<file path="src/rtl/gb_mem_requester_if.sv">
// Bundle for gb_mem_requester: GB command and word streams plus the Memory
// single-word read/write handshake.
interface gb_mem_requester_if #(
  parameter int unsigned ADDR_W = 11,
  parameter int unsigned DATA_W = 64,
  parameter int unsigned LEN_W  = 12
);
  logic              cmd_valid;
  logic              cmd_ready;
  logic              cmd_write;
  logic [ADDR_W-1:0] cmd_base;
  logic [LEN_W-1:0]  cmd_len;
  logic              wr_valid;
  logic              wr_ready;
  logic [DATA_W-1:0] wr_data;
  logic              rd_valid;
  logic              rd_ready;
  logic [DATA_W-1:0] rd_data;
  logic              read_mem;
  logic              write_mem;
  logic [ADDR_W-1:0] addr_mem;
  logic [DATA_W-1:0] mem_wdata;
  logic              done_mem;
  logic [DATA_W-1:0] mem_rdata;
  logic              busy;
  logic              xfer_done;
  logic              xfer_err;

  modport master (
    input  cmd_valid, cmd_write, cmd_base, cmd_len, wr_valid, wr_data,
           rd_ready, done_mem, mem_rdata,
    output cmd_ready, wr_ready, rd_valid, rd_data, read_mem, write_mem,
           addr_mem, mem_wdata, busy, xfer_done, xfer_err
  );

  modport slave (
    output cmd_valid, cmd_write, cmd_base, cmd_len, wr_valid, wr_data,
           rd_ready, done_mem, mem_rdata,
    input  cmd_ready, wr_ready, rd_valid, rd_data, read_mem, write_mem,
           addr_mem, mem_wdata, busy, xfer_done, xfer_err
  );
endinterface

</file>
<file path="src/rtl/gb_mem_requester.sv">
// Splits GB block-transfer commands into single-word Memory accesses, streaming
// read words to the GB and pulling write words from it.
module gb_mem_requester #(
  parameter int unsigned ADDR_W  = 11,
  parameter int unsigned DATA_W  = 64,
  parameter int unsigned LEN_W   = 12,
  parameter int unsigned TIMEOUT = 255
) (
  input  logic               clk,
  input  logic               rst,
  gb_mem_requester_if.master bus
);
  localparam int unsigned SUM_W     = LEN_W + 1;
  localparam int unsigned MEM_WORDS = 1 << ADDR_W;
  localparam int unsigned TCNT_W    = $clog2(TIMEOUT + 1);

  typedef enum logic [2:0] {
    S_IDLE, S_FETCH, S_ACCESS, S_RELEASE, S_PUSH, S_FINISH
  } state_t;

  state_t            state_q, state_d;
  logic [ADDR_W-1:0] base_q, base_d;
  logic [LEN_W-1:0]  len_q, len_d;
  logic              dir_q, dir_d;
  logic [LEN_W-1:0]  idx_q, idx_d;
  logic [TCNT_W-1:0] tcnt_q, tcnt_d;
  logic [ADDR_W-1:0] addr_q, addr_d;
  logic [DATA_W-1:0] wdata_q, wdata_d;
  logic [DATA_W-1:0] rd_data_q, rd_data_d;
  logic              read_q, read_d;
  logic              write_q, write_d;
  logic              rd_valid_q, rd_valid_d;
  logic              busy_q, busy_d;
  logic              done_q, done_d;
  logic              err_q, err_d;

  logic [SUM_W-1:0]  cmd_sum;
  logic              cmd_bad;
  logic [LEN_W-1:0]  idx_inc;
  logic              last;

  // Command rejected when empty or when it would run past the top of Memory.
  assign cmd_sum = SUM_W'(bus.cmd_base) + SUM_W'(bus.cmd_len);
  assign cmd_bad = (bus.cmd_len == '0) || (cmd_sum > SUM_W'(MEM_WORDS));
  assign idx_inc = idx_q + LEN_W'(1);
  assign last    = (idx_q == len_q - LEN_W'(1));

  always_comb begin
    state_d   = state_q;
    base_d    = base_q;
    len_d     = len_q;
    dir_d     = dir_q;
    idx_d     = idx_q;
    tcnt_d    = tcnt_q;
    addr_d    = addr_q;
    wdata_d   = wdata_q;
    rd_data_d = rd_data_q;
    err_d     = 1'b0;

    case (state_q)
      S_IDLE: begin
        if (bus.cmd_valid) begin
          base_d = bus.cmd_base;
          len_d  = bus.cmd_len;
          dir_d  = bus.cmd_write;
          idx_d  = '0;
          if (cmd_bad) begin
            err_d = 1'b1;
          end else if (bus.cmd_write) begin
            state_d = S_FETCH;
          end else begin
            state_d = S_ACCESS;
            addr_d  = bus.cmd_base;
            tcnt_d  = '0;
          end
        end
      end
      S_FETCH: begin
        if (bus.wr_valid) begin
          wdata_d = bus.wr_data;
          addr_d  = ADDR_W'(SUM_W'(base_q) + SUM_W'(idx_q));
          tcnt_d  = '0;
          state_d = S_ACCESS;
        end
      end
      S_ACCESS: begin
        if (bus.done_mem) begin
          if (!dir_q) rd_data_d = bus.mem_rdata;
          state_d = S_RELEASE;
        end else if (tcnt_q == TCNT_W'(TIMEOUT - 1)) begin
          err_d   = 1'b1;
          state_d = S_IDLE;
        end else begin
          tcnt_d = tcnt_q + TCNT_W'(1);
        end
      end
      // One cycle with both enables low so the Memory rearms its counter.
      S_RELEASE: begin
        if (!dir_q) begin
          state_d = S_PUSH;
        end else if (last) begin
          state_d = S_FINISH;
        end else begin
          idx_d   = idx_inc;
          state_d = S_FETCH;
        end
      end
      S_PUSH: begin
        if (bus.rd_ready) begin
          if (last) begin
            state_d = S_FINISH;
          end else begin
            idx_d   = idx_inc;
            addr_d  = ADDR_W'(SUM_W'(base_q) + SUM_W'(idx_inc));
            tcnt_d  = '0;
            state_d = S_ACCESS;
          end
        end
      end
      S_FINISH: state_d = S_IDLE;
      default:  state_d = S_IDLE;
    endcase

    // Registered outputs follow the state being entered.
    read_d     = (state_d == S_ACCESS) && !dir_d;
    write_d    = (state_d == S_ACCESS) && dir_d;
    rd_valid_d = (state_d == S_PUSH);
    done_d     = (state_d == S_FINISH);
    busy_d     = state_d inside {S_FETCH, S_ACCESS, S_RELEASE, S_PUSH};
  end

  always_ff @(posedge clk) begin
    if (rst) begin
      state_q    <= S_IDLE;
      base_q     <= '0;
      len_q      <= '0;
      dir_q      <= 1'b0;
      idx_q      <= '0;
      tcnt_q     <= '0;
      addr_q     <= '0;
      wdata_q    <= '0;
      rd_data_q  <= '0;
      read_q     <= 1'b0;
      write_q    <= 1'b0;
      rd_valid_q <= 1'b0;
      busy_q     <= 1'b0;
      done_q     <= 1'b0;
      err_q      <= 1'b0;
    end else begin
      state_q    <= state_d;
      base_q     <= base_d;
      len_q      <= len_d;
      dir_q      <= dir_d;
      idx_q      <= idx_d;
      tcnt_q     <= tcnt_d;
      addr_q     <= addr_d;
      wdata_q    <= wdata_d;
      rd_data_q  <= rd_data_d;
      read_q     <= read_d;
      write_q    <= write_d;
      rd_valid_q <= rd_valid_d;
      busy_q     <= busy_d;
      done_q     <= done_d;
      err_q      <= err_d;
    end
  end

  assign bus.cmd_ready = (state_q == S_IDLE);
  assign bus.wr_ready  = (state_q == S_FETCH);
  assign bus.rd_valid  = rd_valid_q;
  assign bus.rd_data   = rd_data_q;
  assign bus.read_mem  = read_q;
  assign bus.write_mem = write_q;
  assign bus.addr_mem  = addr_q;
  assign bus.mem_wdata = wdata_q;
  assign bus.busy      = busy_q;
  assign bus.xfer_done = done_q;
  assign bus.xfer_err  = err_q;
endmodule

</file>
<file path="src/flat_wrapper.sv">
// flat-port wrapper written by rule: the top's interface ports become plain ports
module gb_mem_requester_flat 
#(
  parameter int unsigned ADDR_W  = 11,
  parameter int unsigned DATA_W  = 64,
  parameter int unsigned LEN_W   = 12,
  parameter int unsigned TIMEOUT = 255
)
  (clk, rst, bus_cmd_valid, bus_cmd_write, bus_cmd_base, bus_cmd_len, bus_wr_valid, bus_wr_data, bus_rd_ready, bus_done_mem, bus_mem_rdata, bus_cmd_ready, bus_wr_ready, bus_rd_valid, bus_rd_data, bus_read_mem, bus_write_mem, bus_addr_mem, bus_mem_wdata, bus_busy, bus_xfer_done, bus_xfer_err);
  gb_mem_requester_if #(.ADDR_W(ADDR_W), .DATA_W(DATA_W), .LEN_W(LEN_W)) bus_i ();
  input  logic clk;
  input  logic rst;
  input wire logic [$bits(bus_i.cmd_valid)-1:0] bus_cmd_valid;
  input wire logic [$bits(bus_i.cmd_write)-1:0] bus_cmd_write;
  input wire logic [$bits(bus_i.cmd_base)-1:0] bus_cmd_base;
  input wire logic [$bits(bus_i.cmd_len)-1:0] bus_cmd_len;
  input wire logic [$bits(bus_i.wr_valid)-1:0] bus_wr_valid;
  input wire logic [$bits(bus_i.wr_data)-1:0] bus_wr_data;
  input wire logic [$bits(bus_i.rd_ready)-1:0] bus_rd_ready;
  input wire logic [$bits(bus_i.done_mem)-1:0] bus_done_mem;
  input wire logic [$bits(bus_i.mem_rdata)-1:0] bus_mem_rdata;
  output wire logic [$bits(bus_i.cmd_ready)-1:0] bus_cmd_ready;
  output wire logic [$bits(bus_i.wr_ready)-1:0] bus_wr_ready;
  output wire logic [$bits(bus_i.rd_valid)-1:0] bus_rd_valid;
  output wire logic [$bits(bus_i.rd_data)-1:0] bus_rd_data;
  output wire logic [$bits(bus_i.read_mem)-1:0] bus_read_mem;
  output wire logic [$bits(bus_i.write_mem)-1:0] bus_write_mem;
  output wire logic [$bits(bus_i.addr_mem)-1:0] bus_addr_mem;
  output wire logic [$bits(bus_i.mem_wdata)-1:0] bus_mem_wdata;
  output wire logic [$bits(bus_i.busy)-1:0] bus_busy;
  output wire logic [$bits(bus_i.xfer_done)-1:0] bus_xfer_done;
  output wire logic [$bits(bus_i.xfer_err)-1:0] bus_xfer_err;
  assign bus_i.cmd_valid = bus_cmd_valid;
  assign bus_i.cmd_write = bus_cmd_write;
  assign bus_i.cmd_base = bus_cmd_base;
  assign bus_i.cmd_len = bus_cmd_len;
  assign bus_i.wr_valid = bus_wr_valid;
  assign bus_i.wr_data = bus_wr_data;
  assign bus_i.rd_ready = bus_rd_ready;
  assign bus_i.done_mem = bus_done_mem;
  assign bus_i.mem_rdata = bus_mem_rdata;
  assign bus_cmd_ready = bus_i.cmd_ready;
  assign bus_wr_ready = bus_i.wr_ready;
  assign bus_rd_valid = bus_i.rd_valid;
  assign bus_rd_data = bus_i.rd_data;
  assign bus_read_mem = bus_i.read_mem;
  assign bus_write_mem = bus_i.write_mem;
  assign bus_addr_mem = bus_i.addr_mem;
  assign bus_mem_wdata = bus_i.mem_wdata;
  assign bus_busy = bus_i.busy;
  assign bus_xfer_done = bus_i.xfer_done;
  assign bus_xfer_err = bus_i.xfer_err;
  gb_mem_requester #(.ADDR_W(ADDR_W), .DATA_W(DATA_W), .LEN_W(LEN_W), .TIMEOUT(TIMEOUT)) u_core (.clk(clk), .rst(rst), .bus(bus_i));
endmodule
</file>
<file path="config.mk">
export PLATFORM = sky130hd
export DESIGN_NAME = gb_mem_requester_flat
export DESIGN_NICKNAME = d
export VERILOG_FILES = /design/src/rtl/gb_mem_requester_if.sv /design/src/rtl/gb_mem_requester.sv /design/src/flat_wrapper.sv
export SDC_FILE = /design/constraint.sdc
export NUM_CORES = 1
export LEC_CHECK = 0
export CAP_MARGIN = 15
export CORE_UTILIZATION = 30
export DETAILED_ROUTE_END_ITERATION = 6
export PLACE_DENSITY = 0.54
export SETUP_SLACK_MARGIN = 0.15
export SLEW_MARGIN = 40
export SYNTH_ARGS = -nofsm -noshare
export SYNTH_HDL_FRONTEND = slang
export SYNTH_SLANG_ARGS = --single-unit
</file>
<file path="constraint.sdc">
create_clock -name clk -period 6.31 [get_ports clk]
set_input_delay 1.262 -clock clk [delete_from_list [all_inputs] [get_ports clk]]
set_output_delay 1.262 -clock clk [all_outputs]
set_load 0.01 [all_outputs]
</file>
==> results of run 1 <==
==> worst max-delay path, cell delays in order <==
cell	delay [ns]
clkdlybuf4s50_1	0.46
ha_1	0.26
fa_1	0.43
a21oi_1	0.21
o22ai_1	0.15
a32o_1	0.27
a2111oi_0	0.51
nand4bb_1	0.40
a211oi_4	0.67
or3_1	0.33
a211oi_2	0.07
==> cell usage after synthesis (all sizes together), types with 8 or more instances <==
cell / count / area [um2]
a211oi: 12 / 118
a21o: 12 / 90.1
a21oi: 188 / 948
a311oi: 17 / 199
and3: 8 / 50.1
buf: 19 / 96.3
clkbuf: 64 / 241
dfxtp: 192 / 3840
ha: 25 / 313
inv: 12 / 45.0
nand2: 354 / 1330
nand2b: 16 / 100
nand3: 13 / 65.1
nor2: 31 / 116
nor3: 27 / 140
nor4: 9 / 56.3
o21ai: 23 / 119
or3: 8 / 50.1
or4: 9 / 71.3
xnor2: 20 / 175
xor2: 9 / 78.8
==> placed cells by master, fill, tap and decap left out, drive strengths merged, types with 4 or more instances in the layout <==
master	count
clkdlybuf4s50	303
a41oi	4
dfxtp	192
nor3	27
inv	22
nand3b	6
a21oi	188
or4	9
a311oi	17
nand2b	16
nand3	13
o21bai	6
a21o	12
mux2i	6
xnor2	20
and2	5
o21ai	23
clkbuf	18
buf	9
nor2b	5
xor2	9
and4	5
nand4b	5
nor2	31
nand2	354
o31ai	6
nor4	9
ha	25
a31oi	7
a211oi	12
nand4	7
a211o	5
clkinv	4
a2111oi	5
and3	8
or3	8
==> area by class of cell <==
cell class | count | area [um2] | share of cell area
tap | 390 | 488 | 0.0372
multi-input combinational | 896 | 5030 | 0.383
clock buffer | 18 | 439 | 0.0335
inverter | 12 | 45.0 | 0.00343
timing repair buffer | 312 | 3110 | 0.237
sequential | 192 | 3840 | 0.293
clock inverter | 14 | 175 | 0.0133
==> per-stage QoR <==
stage          power [W]  setup WS [ns]  cell area, um2  hold WS [ns]
6_report         0.00300           1.59           13100         0.454
5_1_grt          0.00314           1.27           13100         0.472
4_1_cts          0.00304           1.46           13100         0.457
3_5_place_dp     0.00190          0.997           12500         0.447
3_3_place_gp     0.00189           1.14           12500         0.441
2_1_floorplan    0.00163           2.35            9220         0.441
==> metal layers <==
| layer | part of all wire | wire (um) | vias up | global-route usage |
|---|---|---|---|---|
| li1 | - | - | 4607 | - |
| met1 | 0.45 | 14400 | 4273 | 0.260 |
| met2 | 0.47 | 15000 | 230 | 0.322 |
| met3 | 0.054 | 1720 | 28 | 0.0451 |
| met4 | 0.019 | 590 | 0 | 0.0545 |
| met5 | 0 | 0 | - | 0 |
==> sequential cells by signal, indices dropped and copies added (netlist names), 3 cells and up <==
| name | cells |
|---|---|
| u_core.bus.rd_data | 64 |
| u_core.bus.addr_mem | 11 |
| u_core.len_q | 12 |
| u_core.state_q | 3 |
| u_core.idx_q | 12 |
| u_core.base_q | 11 |
| u_core.tcnt_q | 8 |
| u_core.bus.mem_wdata | 64 |
==> kinds of logic (layout without fill, tap and decap cells) <==
group           Yosys count  in the layout  share of synthesized area
fa+ha+maj                27             27                     0.0383
compound gates          312            312                      0.213
buf+inv                  95            356                     0.0415
simple gates            521            521                      0.255
mux                       7              7                    0.00774
flops                   192            192                      0.417
xor+xnor                 29             29                     0.0276
==> power groups by stage <==
stage          registers, W  clock network (W)  logic (W)
3_5_place_dp        0.00133                  0   0.000567
6_report            0.00130            0.00114   0.000569
4_1_cts             0.00130            0.00117   0.000571
2_1_floorplan       0.00133                  0   0.000301
5_1_grt             0.00131            0.00121   0.000623
3_3_place_gp        0.00133                  0   0.000567
==> worst min-delay path by stage <==
stage	depth (start not counted)	start	end	slack [ns]
2_1_floorplan	2	u_core.base_q[0]	u_core.base_q[0]	0.44
3_3_place_gp	2	u_core.bus.rd_data[53]	u_core.bus.rd_data[53]	0.44
3_5_place_dp	2	u_core.bus.mem_wdata[47]	u_core.bus.mem_wdata[47]	0.45
4_1_cts	2	u_core.bus.mem_wdata[13]	u_core.bus.mem_wdata[13]	0.46
5_1_grt	2	u_core.bus.mem_wdata[53]	u_core.bus.mem_wdata[53]	0.47
6_report	2	u_core.bus.mem_wdata[63]	u_core.bus.mem_wdata[63]	0.45
==> flow_metrics.py, run 1 <==
metrics = {
    "timing": {
        "fin_crit_sh": 0.749,
        "skew_ns": 0.0191,
        "rsz0062_at_grt": "false",
        "setup_tns_ns": 0,
        "min_period_ns": 4.72,
        "drv_slew": 0,
        "hold_viol": 0,
        "max_freq_mhz": 212,
        "finalSetupViolations": 0,
        "slew-limit-headroom": 0.463,
        "tightest_slew_ns": 0.806,
    },
    "run": {
        "maxCapViolCount": 0,
    },
    "logic_synthesis": {
        "syn-cell-area_um2": 9220,
        "ys_ff_latch": 192,
        "ys_types": 71,
        "synth_edf_count": 0,
        "syn_area_per_cell_um2": 7.79,
        "ys_async_sr_fraction": 0,
        "yosys_warnings": 0,
        "synth_cells": 1183,
        "syn-num-nets": 1368,
        "yosys_most_used_dff": "dfxtp_1",
        "synth-seq-area-share": 0.417,
    },
    "global_route": {
        "grt_first_pass_wirelength_mm": 48.5,
        "grt.overflow.total": 0,
        "grt_use_total": 0.198,
        "grt_max_degree": 119,
        "antenna_found_initial": 0,
        "grt_pass1_vias": 8428,
    },
    "clock_network": {
        "clock_path_buffers": 2,
        "ctsResizeCount": 0,
        "holdBufCountCts": 0,
        "cts_root_buffer": "clkbuf_16",
        "clkLatencyLatePin_ns": 0.45,
        "cts_buffers": 17,
        "cts.reportedPaths.clkPinSlew_ns": 0.08,
        "tritoncts": "built",
        "htree_levels": 4,
        "cts_setup_buffers": 0,
        "cts.sinks": 192,
    },
    "critical_path": {
        "r2r-start": "u_core.state_q[2]",
        "endpoint": "u_core.tcnt_q[1]",
        "crit_type": "in2reg",
        "end_kind": "flip-flop",
        "rrSetupSlack_ns": 2.55,
        "start_kind": "primary input",
        "crit_start": "bus_cmd_len[0]",
        "reg2regPathDepth": 12,
        "r2r_end": "u_core.bus.addr_mem[10]",
        "worst_ep_required_time_ns": 6.63,
        "arrival_ns": 5.04,
        "cp_max_fo": 14,
    },
    "finish": {
        "fillers": 3056,
        "post_layout_nonfiller_instances": 1834,
        "final_util": 0.438,
        "diodes": 0,
        "syn_to_final_growth_pct": 42.4,
        "nets": 1616,
        "drive_gt1_frac": 0.0499,
    },
    "place": {
        "gp_congestion": 0.827,
        "numPlacedInstances": 1802,
        "numPortBuffers": 304,
        "place_hpwl_mm": 22.8,
    },
    "pwr": {
        "leakage_nw": 4.50,
        "switching_share": 0.305,
        "p_clk_frac": 0.378,
        "p_sw_w": 0.000918,
        "internal_power_w": 0.00209,
        "vdd_drop_max_uv": 162,
        "power.share.sequential": 0.433,
        "p_per_area_nw_per_um2": 229,
        "p_comb_frac": 0.189,
    },
    "die": {
        "dieArea_um2": 31400,
        "ios": 305,
        "die_h_um": 177,
        "die-width_um": 177,
        "initial_core_util": 0.308,
        "core.rowCount": 63,
        "core_um2": 30000,
    },
    "route": {
        "vias": 9138,
        "postRouteAntennaNets": 0,
        "dr.pass1.iters": 5,
        "drc": 0,
        "drt_wl_total_mm": 31.8,
        "drt_iter0_markers": 524,
        "viasPerCell": 4.98,
        "avgRoutedWirePerCell_um": 17.3,
    },
    "worst_hold_path": {
        "hold_path.class": "reg2reg",
    },
    "run_status": {
        "status": "finished clean",
    },
}
(Power assumes the default switching activity.)
==> run 2, diff against run 1 <==
--- a/config.mk
+++ b/config.mk
@@ -8,7 +8,7 @@
 export CAP_MARGIN = 15
 export CORE_UTILIZATION = 30
 export DETAILED_ROUTE_END_ITERATION = 6
-export PLACE_DENSITY = 0.54
+export PLACE_DENSITY = 0.56
 export SETUP_SLACK_MARGIN = 0.15
 export SLEW_MARGIN = 40
 export SYNTH_ARGS = -nofsm -noshare
==> constraint.sdc (replaced) <==
create_clock -name clk -period 4.34 [get_ports clk]
set_input_delay 0.868 -clock clk [delete_from_list [all_inputs] [get_ports clk]]
set_output_delay 0.868 -clock clk [all_outputs]
set_load 0.01 [all_outputs]
==> flow_metrics.py, run 2 (same netlist as run 1, synthesis figures left out) <==
metrics = {
    "timing": {
        "rsz0062_at_grt": "false",
        "setup_tns_ns": 0,
        "max_freq_mhz": 254,
        "hold_viol": 0,
        "slew-limit-headroom": 0.452,
        "drv_slew": 0,
        "skew_ns": 0.0168,
        "tightest_slew_ns": 0.819,
        "hold_ws_ns": 0.454,
        "min_period_ns": 3.93,
        "fin_crit_sh": 0.906,
        "finalSetupViolations": 0,
    },
    "pwr": {
        "leakage_nw": 4.61,
        "switching_share": 0.293,
        "vdd_drop_max_uv": 251,
        "p_sw_w": 0.00129,
        "p_comb_frac": 0.193,
        "power.share.sequential": 0.428,
        "internal_power_w": 0.00313,
        "p_total_w": 0.00442,
        "p_per_area_nw_per_um2": 333,
        "p_clk_frac": 0.380,
    },
    "die": {
        "core.rowCount": 63,
        "die_h_um": 177,
        "initial_core_util": 0.308,
        "die-width_um": 177,
        "core_um2": 30000,
        "dieArea_um2": 31400,
        "ios": 305,
    },
    "route": {
        "vias": 9260,
        "postRouteAntennaNets": 0,
        "dr.pass1.iters": 5,
        "drt_wl_total_mm": 31.6,
        "drt_iter0_markers": 640,
        "avgRoutedWirePerCell_um": 17.0,
        "drc": 0,
        "viasPerCell": 4.99,
    },
    "finish": {
        "final_common_cell": "nand2_1",
        "seqCellArea_um2": 3840,
        "post_layout_nonfiller_instances": 1856,
        "syn_to_final_growth_pct": 44.1,
        "fillers": 2935,
        "drive_gt1_frac": 0.0621,
        "final_area_um2": 13300,
        "nets": 1638,
        "final_cell_mix": "nand2_1, clkdlybuf4s50_1, dfxtp_1",
        "multiInputGateArea_um2": 5000,
        "diodes": 0,
    },
    "critical_path": {
        "crit_family": "compound AO/OA/AOI/OAI gates",
        "worst_ep_required_time_ns": 4.69,
        "worstPathCellList": "clkdlybuf4s50_1 > ha_1 > fa_1 > a21oi_1 > o22ai_1 > a32o_1 > a2111oi_1 > nand4bb_1 > a211oi_2 > buf_4 > nor3_1 > a311oi_1",
        "cp_max_fo": 9,
        "rrSetupSlack_ns": 0.70,
        "cp.depth": 12,
        "path_buf_inv": 2,
        "r2r-start": "u_core.state_q[1]",
        "max_stage_delay_ns": 0.46,
        "r2r_end": "u_core.bus.addr_mem[10]",
        "reg2regPathDepth": 13,
        "end_kind": "flip-flop",
        "slowest_stage": "a2111oi_1",
        "crit_type": "in2reg",
        "arrival_ns": 4.28,
        "start_kind": "primary input",
    },
    "global_route": {
        "grt_use_total": 0.198,
        "grt_pass1_vias": 8549,
        "grt.met2_usage": 0.317,
        "grt.overflow.total": 0,
        "gr-usage-met1": 0.262,
        "antenna_found_initial": 0,
        "grt_first_pass_wirelength_mm": 48.2,
        "grt_max_degree": 100,
        "busiest_layer": "met2",
        "grtUsageMet3": 0.0468,
    },
    "run": {
        "maxCapViolCount": 0,
    },
    "worst_hold_path": {
        "hp-start": "u_core.bus.rd_data[19]",
        "hold_path.class": "reg2reg",
        "holdPathStages": 2,
        "min_to": "u_core.bus.rd_data[19]",
    },
    "clock_network": {
        "cts_setup_buffers": 0,
        "holdBufCountCts": 0,
        "cts.reportedPaths.clkPinSlew_ns": 0.08,
        "clock_path_buffers": 2,
        "clkLatencyLatePin_ns": 0.45,
        "cts.sinks": 192,
        "tritoncts": "built",
        "cts_root_buffer": "clkbuf_16",
        "cts_buffers": 17,
        "htree_levels": 4,
    },
    "place": {
        "numPortBuffers": 304,
        "gp_congestion": 0.900,
        "place_area_um2": 12700,
        "numPlacedInstances": 1824,
        "place_hpwl_mm": 22.8,
    },
    "run_status": {
        "status": "finished clean",
    },
}
[run 2: cell types whose count changed in the layout (fill, tap and decap cells not counted), moves of 2 or more]
cell and delta:
buf_4 +21, a21oi_1 +2, a21oi_2 -2, bufinv_16 +2
clkinv_4 +2, clkinv_8 -2, clkinvlp_4 +2, inv_12 -2
[run 2: stage by stage]
step | util | setup slack (ns)
5_1_grt | 0.443 | 0.265
3_5_place_dp | 0.423 | -0.0742
3_3_place_gp | 0.423 | 0.0713
4_1_cts | 0.443 | 0.408
2_1_floorplan | - | 0.771
6_report | 0.443 | 0.409
[run 2: worst max path at each step]
stage	from	slack, ns	end
2_1_floorplan	bus_cmd_len[0]	0.77	u_core.bus.addr_mem[8]
3_3_place_gp	bus_cmd_len[0]	0.07	u_core.tcnt_q[1]
3_5_place_dp	bus_cmd_len[0]	-0.07	u_core.bus.read_mem
4_1_cts	bus_cmd_len[0]	0.41	u_core.bus.addr_mem[1]
5_1_grt	bus_cmd_len[0]	0.27	u_core.bus.addr_mem[1]
6_report	bus_cmd_len[0]	0.41	u_core.bus.addr_mem[1]
[run 2: layer usage]
layer / vias to the layer above / share of wire
met4: 0 / 0.021
met2: 264 / 0.47
met1: 4307 / 0.45
met3: 37 / 0.059
li1: 4652 / -
met5: - / 0
[run 2: cell type report]
cell class,instances,area share
inverter,12,0.00339
clock buffer,17,0.0320
clock inverter,15,0.0146
tap,390,0.0367
multi-input combinational,896,0.377
sequential,192,0.289
timing repair buffer,334,0.247
[run 2: worst register-to-register path: stages (launching register included)]
cell	delay [ns]
dfxtp_1	0.45
nor2_1	0.30
nand2_1	0.28
xnor2_1	0.24
ha_1	0.24
fa_1	0.42
a21oi_1	0.14
o21bai_1	0.12
a211oi_1	0.35
o21bai_1	0.16
a31oi_1	0.23
mux2i_1	0.19
and4_1	0.27
a211oi_1	0.10
[run 2: power by group through the flow]
stage,sequential [W],clock (W),combinational [W]
final,0.00189,0.00168,0.000852
after global routing,0.00190,0.00180,0.000929
after CTS,0.00189,0.00172,0.000853
after detailed placement,0.00193,0,0.000847
after global placement,0.00193,0,0.000850
after floorplan,0.00193,0,0.000437
[run 2: what timing repair did]
action	in CTS	in global routing
hold endpoints to repair	0	0
gates resized for setup	0	1
endpoints found under the setup margin	0	1
